`src/rtl/cpu_data_arbiter.sv`:
```
// cpu_data_arbiter
//   Sequences and arbitrates the internal sources that drive the 6502 data
//   bus during CPU read cycles. Source claims are sampled at the rising edge
//   of phi2, and the lowest-index claimant is granted. The grant is held
//   through a HOLD window after phi2 falls. A TURNAROUND gap with no grant
//   then follows before the next grant is allowed.
//
// Parameters
//   COUNT      number of data sources (1..8)
//   HOLD       clocks the grant is kept after phi2 falls (0..15)
//   TURNAROUND idle clocks with no grant after HOLD (0..15)
//
// Ports
//   clk_i       system clock
//   rst_n_i     asynchronous active-low reset
//   phi2_i      CPU phi2, already synchronized to clk_i
//   cpu_rw_i    1 = read, 0 = write; sampled at phi2 rise
//   req_i       per-source claim for the current address
//   grant_o     one-hot or zero grant; feeds cpu_data_mux.oe_i
//   bus_oe_o    data pad output enable (= |grant_o)
//   conflict_o  sticky: multiple claims seen at a grant decision
//   late_o      sticky: phi2 rose during HOLD or TURN
//   err_clr_i   synchronous clear of conflict_o / late_o (a set event wins)
module cpu_data_arbiter #(
  parameter int unsigned COUNT      = 3,
  parameter int unsigned HOLD       = 2,
  parameter int unsigned TURNAROUND = 1
) (
  input  logic             clk_i,
  input  logic             rst_n_i,
  input  logic             phi2_i,
  input  logic             cpu_rw_i,
  input  logic [COUNT-1:0] req_i,
  output logic [COUNT-1:0] grant_o,
  output logic             bus_oe_o,
  output logic             conflict_o,
  output logic             late_o,
  input  logic             err_clr_i
);

  localparam int unsigned MAXC = (HOLD > TURNAROUND) ? HOLD : TURNAROUND;
  localparam int unsigned CW   = (MAXC < 2) ? 1 : $clog2(MAXC + 1);

  typedef enum logic [1:0] {
    S_IDLE,
    S_DRIVE,
    S_HOLD,
    S_TURN
  } state_t;

  state_t           r_state, w_state_nxt;
  logic [CW-1:0]    r_cnt, w_cnt_nxt;
  logic [COUNT-1:0] r_grant, w_grant_nxt;
  logic             r_phi2_q;
  logic             r_conflict, r_late;
  logic             w_conflict_set, w_late_set;
  logic             w_rise, w_fall;
  logic [COUNT-1:0] w_pick;
  logic             w_multi;

  assign w_rise = phi2_i & ~r_phi2_q;
  assign w_fall = ~phi2_i & r_phi2_q;

  // x & -x isolates the lowest set bit; x & (x-1) is nonzero iff 2+ bits set.
  assign w_pick  = req_i & (~req_i + COUNT'(1));
  assign w_multi = |(req_i & (req_i - COUNT'(1)));

  always_comb begin
    w_state_nxt    = r_state;
    w_cnt_nxt      = r_cnt;
    w_grant_nxt    = r_grant;
    w_conflict_set = 1'b0;
    w_late_set     = 1'b0;
    case (r_state)
      S_IDLE: begin
        w_grant_nxt = '0;
        if (w_rise) begin
          w_conflict_set = w_multi;
          if (cpu_rw_i && (|req_i)) begin
            w_grant_nxt = w_pick;
            w_state_nxt = S_DRIVE;
          end
        end
      end
      S_DRIVE: begin
        if (w_fall) begin
          if (HOLD > 0) begin
            w_state_nxt = S_HOLD;
            w_cnt_nxt   = CW'(HOLD - 1);
          end else begin
            // HOLD == 0: release on the fall itself.
            w_grant_nxt = '0;
            if (TURNAROUND > 0) begin
              w_state_nxt = S_TURN;
              w_cnt_nxt   = CW'(TURNAROUND - 1);
            end else begin
              w_state_nxt = S_IDLE;
            end
          end
        end
      end
      S_HOLD: begin
        w_late_set = w_rise;
        if (r_cnt == '0) begin
          w_grant_nxt = '0;
          if (TURNAROUND > 0) begin
            w_state_nxt = S_TURN;
            w_cnt_nxt   = CW'(TURNAROUND - 1);
          end else begin
            w_state_nxt = S_IDLE;
          end
        end else begin
          w_cnt_nxt = r_cnt - CW'(1);
        end
      end
      S_TURN: begin
        w_grant_nxt = '0;
        w_late_set  = w_rise;
        if (r_cnt == '0) begin
          w_state_nxt = S_IDLE;
        end else begin
          w_cnt_nxt = r_cnt - CW'(1);
        end
      end
      default: begin
        w_state_nxt = S_IDLE;
        w_grant_nxt = '0;
      end
    endcase
  end

  always_ff @(posedge clk_i or negedge rst_n_i) begin
    if (!rst_n_i) begin
      r_state    <= S_IDLE;
      r_cnt      <= '0;
      r_grant    <= '0;
      r_phi2_q   <= 1'b0;
      r_conflict <= 1'b0;
      r_late     <= 1'b0;
    end else begin
      r_state    <= w_state_nxt;
      r_cnt      <= w_cnt_nxt;
      r_grant    <= w_grant_nxt;
      r_phi2_q   <= phi2_i;
      r_conflict <= w_conflict_set | (r_conflict & ~err_clr_i);
      r_late     <= w_late_set | (r_late & ~err_clr_i);
    end
  end

  assign grant_o    = r_grant;
  assign bus_oe_o   = |r_grant;
  assign conflict_o = r_conflict;
  assign late_o     = r_late;

  a_grant_onehot0: assert property (@(posedge clk_i) disable iff (!rst_n_i) $onehot0(r_grant));

endmodule
```
`config.mk`:
```
export PLATFORM = sky130hd
export DESIGN_NAME = cpu_data_arbiter
export DESIGN_NICKNAME = d
export VERILOG_FILES = /design/src/rtl/cpu_data_arbiter.sv
export SDC_FILE = /design/constraint.sdc
export NUM_CORES = 1
export LEC_CHECK = 0
export ABC_AREA = 1
export BUFFER_PORTS_ARGS = -buffer_cell sky130_fd_sc_hd__buf_2
export CORE_UTILIZATION = 25
export DETAILED_ROUTE_END_ITERATION = 10
export GPL_ROUTABILITY_DRIVEN = 1
export GPL_TIMING_DRIVEN = 0
export PLACE_DENSITY = 0.51
export SLEW_MARGIN = 20
export SYNTH_ARGS = -nofsm -noshare
export SYNTH_HDL_FRONTEND = slang
export SYNTH_SLANG_ARGS = --single-unit
```
`constraint.sdc`:
```
create_clock -name clk_i -period 2.1 [get_ports clk_i]
set_clock_uncertainty 0.2 [all_clocks]
set_input_delay 0.21 -clock clk_i [delete_from_list [all_inputs] [get_ports clk_i]]
set_output_delay 0.21 -clock clk_i [all_outputs]
set_load 0.01 [all_outputs]
```
==> results.sh, run 1 <==
export IMPL_globalRouteTotalUtil_pct=10.8
export IMPL_yosysWarningCount=0
export IMPL_pwr_density_cell_nw_per_um2=1140
export IMPL_grt_pass1_wl_um=1990
export IMPL_synth_seq_cells=10
export IMPL_timing_critical_path_to_type="flip-flop"
export IMPL_whs_ps=24.6
export IMPL_cts_buffer_depth=2
export IMPL_drc_violation_count_after_routing=0
export IMPL_detailedRoute_firstIterationViolations=4
export IMPL_max_slew_worst_pin_slew_ps=244
export IMPL_row_count=17
export IMPL_place_ws_ps=471
export IMPL_cp_data_arrival_time_ps=1580
export IMPL_post_synth_num_cell_types=15
export IMPL_route_met3_wl_um=52
export IMPL_clock_latency_ps=260
export IMPL_drtAntennaViolNets=0
export IMPL_via_count_of_the_first_global_routing_pass=483
export IMPL_tritoncts="built"
export IMPL_critPathSlowestCell="dfrtp_1"
export IMPL_dr_total_vias=537
export IMPL_fin_total_pwr_w=0.000898
export IMPL_most_common_layout_cells="18 x nand2_1, 15 x inv_1, 13 x buf_2, 10 x dfrtp_1, 8 x ha_1"
export IMPL_met1_length_um=633
export IMPL_cpPeakStageDelay_ps=390
export IMPL_critPathKind="reg2reg"
export IMPL_post_route_cells_drive_above_1_share_pct=21.0
export IMPL_finalSetupTns_ps=0
export IMPL_detailed_place_hpwl_um=987
export IMPL_timing_final_hold_violations=0
export IMPL_clock_tree_root_cell="clkbuf_4"
export IMPL_relSlewSlack_pct=83.7
export IMPL_drt_pass1_iterations=4
export IMPL_routed_wl_um=1220
export IMPL_die_y_um=51.9
export IMPL_grt_antenna_before_repair=0
export IMPL_topRoutingLayerUsed="met4"
export IMPL_unrepaired_setup_endpoints_after_global_routing="no"
export IMPL_final_count_of_negative_setup_slack_endpoints=0
export IMPL_met2_length_um=528
export IMPL_synth_cells=80
export IMPL_hold_path_class="in2reg"
export IMPL_ios=14
export IMPL_cp_cell_sequence="inv_1 -> ha_1 -> nor2_2 -> nor2_1 -> nor2_2 -> nand2_1 -> nand2_1 -> nand2_1"
export IMPL_cts_inserted_buffers=3
export IMPL_synth_sequential_area_ratio_pct=40.2
export IMPL_chipWidth_um=51.9
export IMPL_routedWlPerCell_um=9.55
export IMPL_via_per_inst=4.20
export IMPL_reg2reg_depth=8
export IMPL_cts_htree_levels=1
export IMPL_syn2layout_area_growth_pct=26.7
export IMPL_final_max_slew_violation_count=0
export IMPL_postCtsSetupRepairBufs=0
export IMPL_finish_net_count=117
export IMPL_worst_setup_path_start_kind="flip-flop"
export IMPL_finalCriticalPeriod_ps=1620
export IMPL_synthesis_area_um2=623
export IMPL_grt_overflow_total=0
export IMPL_cp_data_required_time_ps=2060
export IMPL_cp_max_fo=7
export IMPL_cap_violations=0
export IMPL_core_area_um2=2280
export IMPL_mostFrequentLayoutCell="nand2_1"
export IMPL_io_buffer_count=13
export IMPL_starting_density_pct=27.4
export IMPL_cpMostUsedCell="nand2_1"
export IMPL_vdd_ir_drop_worst_uv=533
export IMPL_status="finished clean"
export IMPL_worstHoldPathCells=3
export IMPL_final_period_utilization_pct=77.3
export IMPL_clkTransAtPathRegs_ps=70
export IMPL_gp_congestion=0.707
export IMPL_worst_slack_ps=476
export IMPL_syn_num_nets=96
export IMPL_avgSynthCellArea_um2=7.79
export IMPL_clock_fmax_ghz=0.616
export IMPL_antenna_diode_count=0
export IMPL_leakagePower_nw=0.431
export IMPL_cts_num_sinks=10
export IMPL_design_die_area_um2=2700
export IMPL_largest_net_degree_at_the_start_of_global_routing=11
==> critical path: cells and delay by family, from the launching register on <==
| kind | cells | cell delay, ps |
|---|---|---|
| adders and majority gates | 1 | 280 |
| and+or+nand+nor | 6 | 550 |
| DFF | 1 | 390 |
| buffers and inverters | 1 | 90 |
==> sequential cells by signal, summed over array words and instances, names as in the netlist <==
register,cells
conflict_o,1
late_o,1
grant_o,3
r_phi2_q,1
r_cnt,2
r_state,2
==> worst paths after layout <==
check	start	to	slack, ps
worst max-delay path	r_state[0]$_DFFE_PN0P_	r_state[1]$_DFFE_PN0P_	480
worst min register to register	grant_o[0]$_DFFE_PN0P_	grant_o[0]$_DFFE_PN0P_	330
min in group asynchronous	rst_n_i	conflict_o$_DFF_PN0_	140
max in group asynchronous	rst_n_i	r_state[0]$_DFFE_PN0P_	1360
worst max register to register	r_state[0]$_DFFE_PN0P_	r_state[1]$_DFFE_PN0P_	480
worst min-delay path	req_i[2]	grant_o[2]$_DFFE_PN0P_	20
==> power breakdown <==
group | switching (W) | internal [W] | total (W)
clock network | 0.0000664 | 0.000105 | 0.000172
registers | 0.0000416 | 0.000244 | 0.000286
logic | 0.000265 | 0.000175 | 0.000441
==> per-layer routing <==
| layer | vias up | global-route usage [%] |
|---|---|---|
| li1 | 291 | - |
| met1 | 233 | 13.4 |
| met2 | 11 | 15.2 |
| met3 | 2 | 6.14 |
| met4 | 0 | 4.05 |
| met5 | - | 0 |
==> synthesized netlist by cell type (all sizes together) <==
| cell type | instances | area (um^2) |
|---|---|---|
| a21oi | 2 | 10.0 |
| a22oi | 1 | 7.51 |
| dfrtp | 10 | 250 |
| ha | 8 | 100 |
| inv | 15 | 56.3 |
| nand2 | 18 | 67.6 |
| nand3 | 3 | 15.0 |
| nand3b | 1 | 7.51 |
| nor2 | 10 | 45.1 |
| nor3 | 1 | 5.00 |
| o21ai | 8 | 40.0 |
| o22ai | 2 | 12.5 |
| or2 | 1 | 6.26 |
==> through the flow <==
stage | cell area (um^2) | cells | utilization [%]
final | 790 | 128 | 34.7
after global routing | 790 | 128 | 34.7
after CTS | 790 | 128 | 34.7
after detailed placement | 723 | 121 | 31.8
after global placement | 723 | 121 | 31.8
after floorplan | 623 | 80 | -
==> final cells by class <==
cell class                      count  area, um^2
Fill cell                         239        1490
Multi-Input combinational cell     55         317
Sequential cell                    10         250
Timing Repair Buffer               16        95.1
Inverter                           15        56.3
Clock buffer                        4        36.3
Tap cell                           28        35.0
==> cells by family (layout without fill, tap and decap cells) <==
family / count (synthesis) / count (layout) / synth area share [%]
AOI/OAI and AO/OA: 13 / 13 / 11.2
adders and majority gates: 8 / 8 / 16.1
buffers and inverters: 15 / 35 / 9.04
DFF: 10 / 10 / 40.2
and+or+nand+nor: 34 / 34 / 23.5
==> repair_timing <==
item                                   in CTS  in global routing
endpoints found under the hold margin      13                  0
hold buffers                                3                  0
resized for setup                           0                  0
(Power assumes the default switching activity.)
==> inputs of run 2 (changes only) <==
- PLACE_DENSITY: 0.51 -> 0.53
- clock period: 2.1 -> 1.36 ns (I/O delays scaled with it)
==> run 2 against run 1 <==
The flow now finishes with violations (negative setup slack). Critical endpoint is now r_state[0]$_DFFE_PN0P_. Global-route usage up 0.96 points. Largest cell class unchanged. Design area is 15% higher. Sequential share of layout area down 3.8 points. Highest routed layer unchanged. Register-to-register slack got worse by 620 ps.
==> results.sh, run 2 (same netlist as run 1, synthesis figures left out) <==
export IMPL_status="finished with violations"
export IMPL_cp_data_required_time_ps=1310
export IMPL_drt_pass1_iterations=3
export IMPL_ios=14
export IMPL_largest_reg_flops=3
export IMPL_final_max_slew_violation_count=0
export IMPL_vdd_ir_drop_worst_uv=1080
export IMPL_placed_cell_count=121
export IMPL_storage_element_area_um2=253
export IMPL_largest_net_degree_at_the_start_of_global_routing=11
export IMPL_clkTransAtPathRegs_ps=60
export IMPL_post_route_cells_drive_above_1_share_pct=34.9
export IMPL_grt_overflow_total=0
export IMPL_worst_slack_ps=-140
export IMPL_max_slew_worst_pin_slew_ps=256
export IMPL_via_per_inst=4.37
export IMPL_source_of_the_critical_timing_path="r_state[0]$_DFFE_PN0P_"
export IMPL_globalRouteTotalUtil_pct=11.8
export IMPL_leakagePower_nw=0.455
export IMPL_crit_path_end="r_state[0]$_DFFE_PN0P_"
export IMPL_relSlewSlack_pct=82.8
export IMPL_io_buffer_count=13
export IMPL_fin_cells=134
export IMPL_via_count_of_the_first_global_routing_pass=551
export IMPL_critPathKind="reg2reg"
export IMPL_timing_reg2reg_setup_slack_ps=-140
export IMPL_most_common_layout_cells="18 x nand2_1, 13 x buf_2, 12 x inv_1, 8 x dfrtp_1, 6 x dlygate4sd3_1"
export IMPL_fin_total_pwr_w=0.00162
export IMPL_worst_setup_path_start_kind="flip-flop"
export IMPL_cts_num_sinks=10
export IMPL_grt_antenna_before_repair=0
export IMPL_drc_violation_count_after_routing=0
export IMPL_reg2reg_depth=8
export IMPL_finalCriticalPeriod_ps=1500
export IMPL_cp_max_fo=4
export IMPL_chipWidth_um=51.9
export IMPL_clock_tree_root_cell="clkbuf_4"
export IMPL_grt_pass1_wl_um=2290
export IMPL_core_area_um2=2280
export IMPL_timing_final_hold_violations=0
export IMPL_violations="negative setup slack"
export IMPL_finalSetupTns_ps=-673
export IMPL_syn2layout_area_growth_pct=45.2
export IMPL_detailedRoute_firstIterationViolations=3
export IMPL_cts_buffer_depth=2
export IMPL_clock_latency_ps=260
export IMPL_drtAntennaViolNets=0
export IMPL_number_of_filler_instances_in_the_final_layout=228
export IMPL_clock_fmax_ghz=0.667
export IMPL_starting_density_pct=27.4
export IMPL_detailed_place_hpwl_um=958
export IMPL_design_die_area_um2=2700
export IMPL_mostFrequentLayoutCell="nand2_1"
export IMPL_finish_net_count=124
export IMPL_pwr_density_cell_nw_per_um2=1790
export IMPL_crit_reg2reg_capture="r_state[0]$_DFFE_PN0P_"
export IMPL_row_count=17
export IMPL_cts_inserted_buffers=3
export IMPL_timing_critical_path_to_type="flip-flop"
export IMPL_dr_total_vias=586
export IMPL_final_count_of_negative_setup_slack_endpoints=8
export IMPL_cap_violations=0
export IMPL_area_taken_by_multi_input_logic_gates_um2=375
export IMPL_r2r_start="r_state[0]$_DFFE_PN0P_"
export IMPL_routedWlPerCell_um=9.85
export IMPL_die_y_um=51.9
export IMPL_gp_congestion=0.733
export IMPL_tritoncts="built"
export IMPL_final_period_utilization_pct=110
export IMPL_unrepaired_setup_endpoints_after_global_routing="yes"
export IMPL_worstHoldPathCells=3
export IMPL_routed_wl_um=1320
export IMPL_cts_htree_levels=1
export IMPL_antenna_diode_count=0
export IMPL_hold_path_class="in2reg"
export IMPL_cp_data_arrival_time_ps=1450
run 2: stage by stage:
stage | instance area, um^2 | hold WS, ps | util, % | worst slack [ps]
CTS | 877 | 1.52 | 38.5 | -114
detailed placement | 741 | -186 | 32.5 | -149
global route | 905 | 42.1 | 39.7 | -223
global placement | 741 | -193 | 32.5 | -150
floorplan | 641 | -360 | - | -11.4
finish | 905 | 21.9 | 39.7 | -140
run 2: area by class of cell:
| cell class | count | area share, % |
|---|---|---|
| Clock buffer | 3 | 2.49 |
| Timing Repair Buffer | 23 | 18.0 |
| Sequential cell | 10 | 27.9 |
| Multi-Input combinational cell | 55 | 41.5 |
| Inverter | 15 | 6.22 |
| Tap cell | 28 | 3.87 |
run 2: critical path, cell delays in order, from the launching register on:
cell     delay [ps]
dfrtp_2         450
buf_6           130
ha_4            150
inv_2            60
nor2_2           40
nor2_2          160
nand2_1          90
nand2_1          60
nand2_1          50
run 2: timing repair:
item	4_1_cts	5_1_grt
pin swaps	3	5
hold buffers	6	0
endpoints found under the setup margin	7	8
hold endpoints to repair	16	0
setup buffers	3	1
gates cloned	0	0
resized for setup	7	7
run 2: how the worst min path moves through the flow:
| stage | startpoint | endpoint | slack [ps] |
|---|---|---|---|
| after floorplan | rst_n_i | conflict_o$_DFF_PN0_ | -360 |
| after global placement | rst_n_i | conflict_o$_DFF_PN0_ | -190 |
| after detailed placement | rst_n_i | conflict_o$_DFF_PN0_ | -190 |
| after CTS | phi2_i | late_o$_DFF_PN0_ | 2 |
| after global routing | phi2_i | late_o$_DFF_PN0_ | 40 |
| final | phi2_i | late_o$_DFF_PN0_ | 20 |
run 2: report_power, final:
group	leakage [nW]	total, W	internal, W	switching, W
sequential	0.128	0.000471	0.000383	0.0000882
clock	0.0138	0.000193	0.000102	0.0000912
combinational	0.313	0.000952	0.000451	0.000502
total	0.455	0.00162	0.000935	0.000681
run 2: layer usage:
layer	global-route usage [%]	share of wire, %
met5	0	0
met3	5.26	4.2
met4	2.70	1.2
met2	19.2	49
met1	14.0	45
==> inputs of run 3 (changes only) <==
==> constraint.sdc (replaced) <==
create_clock -name clk_i -period 1.36 [get_ports clk_i]
set_clock_uncertainty 0.2 [all_clocks]
set_input_delay 0.272 -clock clk_i [delete_from_list [all_inputs] [get_ports clk_i]]
set_output_delay 0.272 -clock clk_i [all_outputs]
set_load 0.01 [all_outputs]
==> run 3 against run 2 <==
Final cell count shrank 1.5%. Critical path type unchanged. Routed wire length shrank 0.15%. Utilization shrank 0.22 points. Count of clock-buffer cells in the layout is the same. Hold slack lost 17 ps. The flow still finishes with violations (negative setup slack). Total power grew 0.79%.
==> results.sh, run 3 (same netlist as run 1, synthesis figures left out) <==
export IMPL_status="finished with violations"
export IMPL_violations="negative setup slack"
export IMPL_die_y_um=51.9
export IMPL_final_period_utilization_pct=110
export IMPL_finalCriticalPeriod_ps=1500
export IMPL_vdd_ir_drop_worst_uv=1090
export IMPL_cp_data_arrival_time_ps=1450
export IMPL_antenna_diode_count=0
export IMPL_design_die_area_um2=2700
export IMPL_clock_tree_root_cell="clkbuf_4"
export IMPL_row_count=17
export IMPL_drt_pass1_iterations=3
export IMPL_post_route_cells_drive_above_1_share_pct=37.5
export IMPL_critPathKind="reg2reg"
export IMPL_syn2layout_area_growth_pct=44.4
export IMPL_globalRouteTotalUtil_pct=11.4
export IMPL_tritoncts="built"
export IMPL_drtAntennaViolNets=0
export IMPL_cts_buffer_depth=2
export IMPL_cap_violations=0
export IMPL_max_slew_worst_pin_slew_ps=257
export IMPL_via_per_inst=4.41
export IMPL_pwr_density_cell_nw_per_um2=1810
export IMPL_grtUsageMet2_pct=18.8
export IMPL_critPathSlowestCell="dfrtp_2"
export IMPL_worst_setup_path_start_kind="flip-flop"
export IMPL_timing_critical_path_to_type="flip-flop"
export IMPL_largest_reg_flops=3
export IMPL_clock_fmax_ghz=0.667
export IMPL_detailedRoute_firstIterationViolations=3
export IMPL_gp_congestion=0.733
export IMPL_core_area_um2=2280
export IMPL_dr_total_vias=582
export IMPL_cp_max_fo=4
export IMPL_whs_ps=5.03
export IMPL_cts_htree_levels=1
export IMPL_leakagePower_nw=0.451
export IMPL_ios=14
export IMPL_reg2reg_depth=8
export IMPL_grt_overflow_total=0
export IMPL_clock_latency_ps=260
export IMPL_relSlewSlack_pct=82.8
export IMPL_cts_inserted_buffers=3
export IMPL_cpPeakStageDelay_ps=450
export IMPL_routedWlPerCell_um=9.98
export IMPL_final_core_utilization_pct=39.5
export IMPL_groute_layer_met1_usage_pct=13.2
export IMPL_cp_cell_sequence="buf_6 -> ha_4 -> inv_2 -> nor2_2 -> nor2_2 -> nand2_1 -> nand2_1 -> nand2_1"
export IMPL_grt_busiest_layer="met2"
export IMPL_final_max_slew_violation_count=0
export IMPL_cpMostUsedCell="nand2_1"
export IMPL_cts_num_sinks=10
export IMPL_clkTransAtPathRegs_ps=60
export IMPL_io_buffer_count=13
export IMPL_timing_final_hold_violations=0
export IMPL_routed_wl_um=1320
export IMPL_starting_density_pct=27.4
export IMPL_grtUsageMet3_pct=5.26
export IMPL_via_count_of_the_first_global_routing_pass=538
export IMPL_largest_net_degree_at_the_start_of_global_routing=11
export IMPL_grt_pass1_wl_um=2210
export IMPL_most_common_layout_cells="18 x nand2_1, 12 x inv_1, 11 x buf_2, 8 x dfrtp_1, 6 x buf_6"
export IMPL_unrepaired_setup_endpoints_after_global_routing="yes"
export IMPL_cp_data_required_time_ps=1310
export IMPL_hold_path_class="in2reg"
export IMPL_final_count_of_negative_setup_slack_endpoints=9
export IMPL_chipWidth_um=51.9
export IMPL_worst_slack_ps=-139
export IMPL_grt_antenna_before_repair=0
export IMPL_mostFrequentLayoutCell="nand2_1"
export IMPL_detailed_place_hpwl_um=958
export IMPL_worstHoldPathCells=2
export IMPL_finish_net_count=122
export IMPL_drc_violation_count_after_routing=0
export IMPL_number_of_filler_instances_in_the_final_layout=234
run 3: layout make-up:
type | count | area [um^2] | area share, %
tap | 28 | 35.0 | 3.89
multi-input combinational | 55 | 375 | 41.7
clock buffer | 3 | 22.5 | 2.50
timing repair buffer | 21 | 158 | 17.5
sequential | 10 | 253 | 28.1
inverter | 15 | 56.3 | 6.26
run 3: repair_timing:
item | CTS | global route
setup endpoints to repair | 8 | 11
hold buffers | 2 | 0
pin swaps | 4 | 5
buffers inserted | 5 | 1
endpoints found under the hold margin | 11 | 0
resized for setup | 9 | 9
run 3: where the power goes:
part	switching, W	total [W]	internal, W
Sequential	0.0000883	0.000472	0.000383
Clock	0.0000912	0.000193	0.000102
Combinational	0.000504	0.000965	0.000461
Total	0.000684	0.00163	0.000946
run 3: metrics by stage:
stage | instance area [um^2] | std cells | setup WS, ps | total power, W | TNS [ps]
after floorplan | 641 | 80 | -11.4 | 0.000995 | -21.6
after global placement | 741 | 121 | -150 | 0.00115 | -634
after detailed placement | 741 | 121 | -149 | 0.00117 | -646
after CTS | 865 | 131 | -114 | 0.00155 | -676
after global routing | 900 | 132 | -227 | 0.00180 | -1530
final | 900 | 132 | -139 | 0.00163 | -716
run 3: critical path, delay by kind of cell (launching register included):
| family | cells | cell delay [ps] |
|---|---|---|
| adder cells (fa/ha/maj) | 1 | 150 |
| buffers and inverters | 2 | 190 |
| AND/OR/NAND/NOR | 5 | 400 |
| flip-flops | 1 | 450 |
run 3: layer usage:
layer	wire length, um	share of wire (%)	up-vias
li1	-	-	301
met1	591	45	269
met2	654	50	10
met3	57	4.3	2
met4	16	1.2	0
met5	0	0	-
run 3: worst paths after layout:
| check | slack, ps | startpoint | end |
|---|---|---|---|
| worst min-delay path | 5 | err_clr_i | conflict_o$_DFF_PN0_ |
| worst min register to register | 330 | conflict_o$_DFF_PN0_ | conflict_o$_DFF_PN0_ |
| max in group asynchronous | 560 | rst_n_i | r_state[0]$_DFFE_PN0P_ |
| worst max register to register | -140 | r_state[0]$_DFFE_PN0P_ | r_state[0]$_DFFE_PN0P_ |
| worst max-delay path | -140 | r_state[0]$_DFFE_PN0P_ | r_state[0]$_DFFE_PN0P_ |
| min in group asynchronous | 200 | rst_n_i | conflict_o$_DFF_PN0_ |
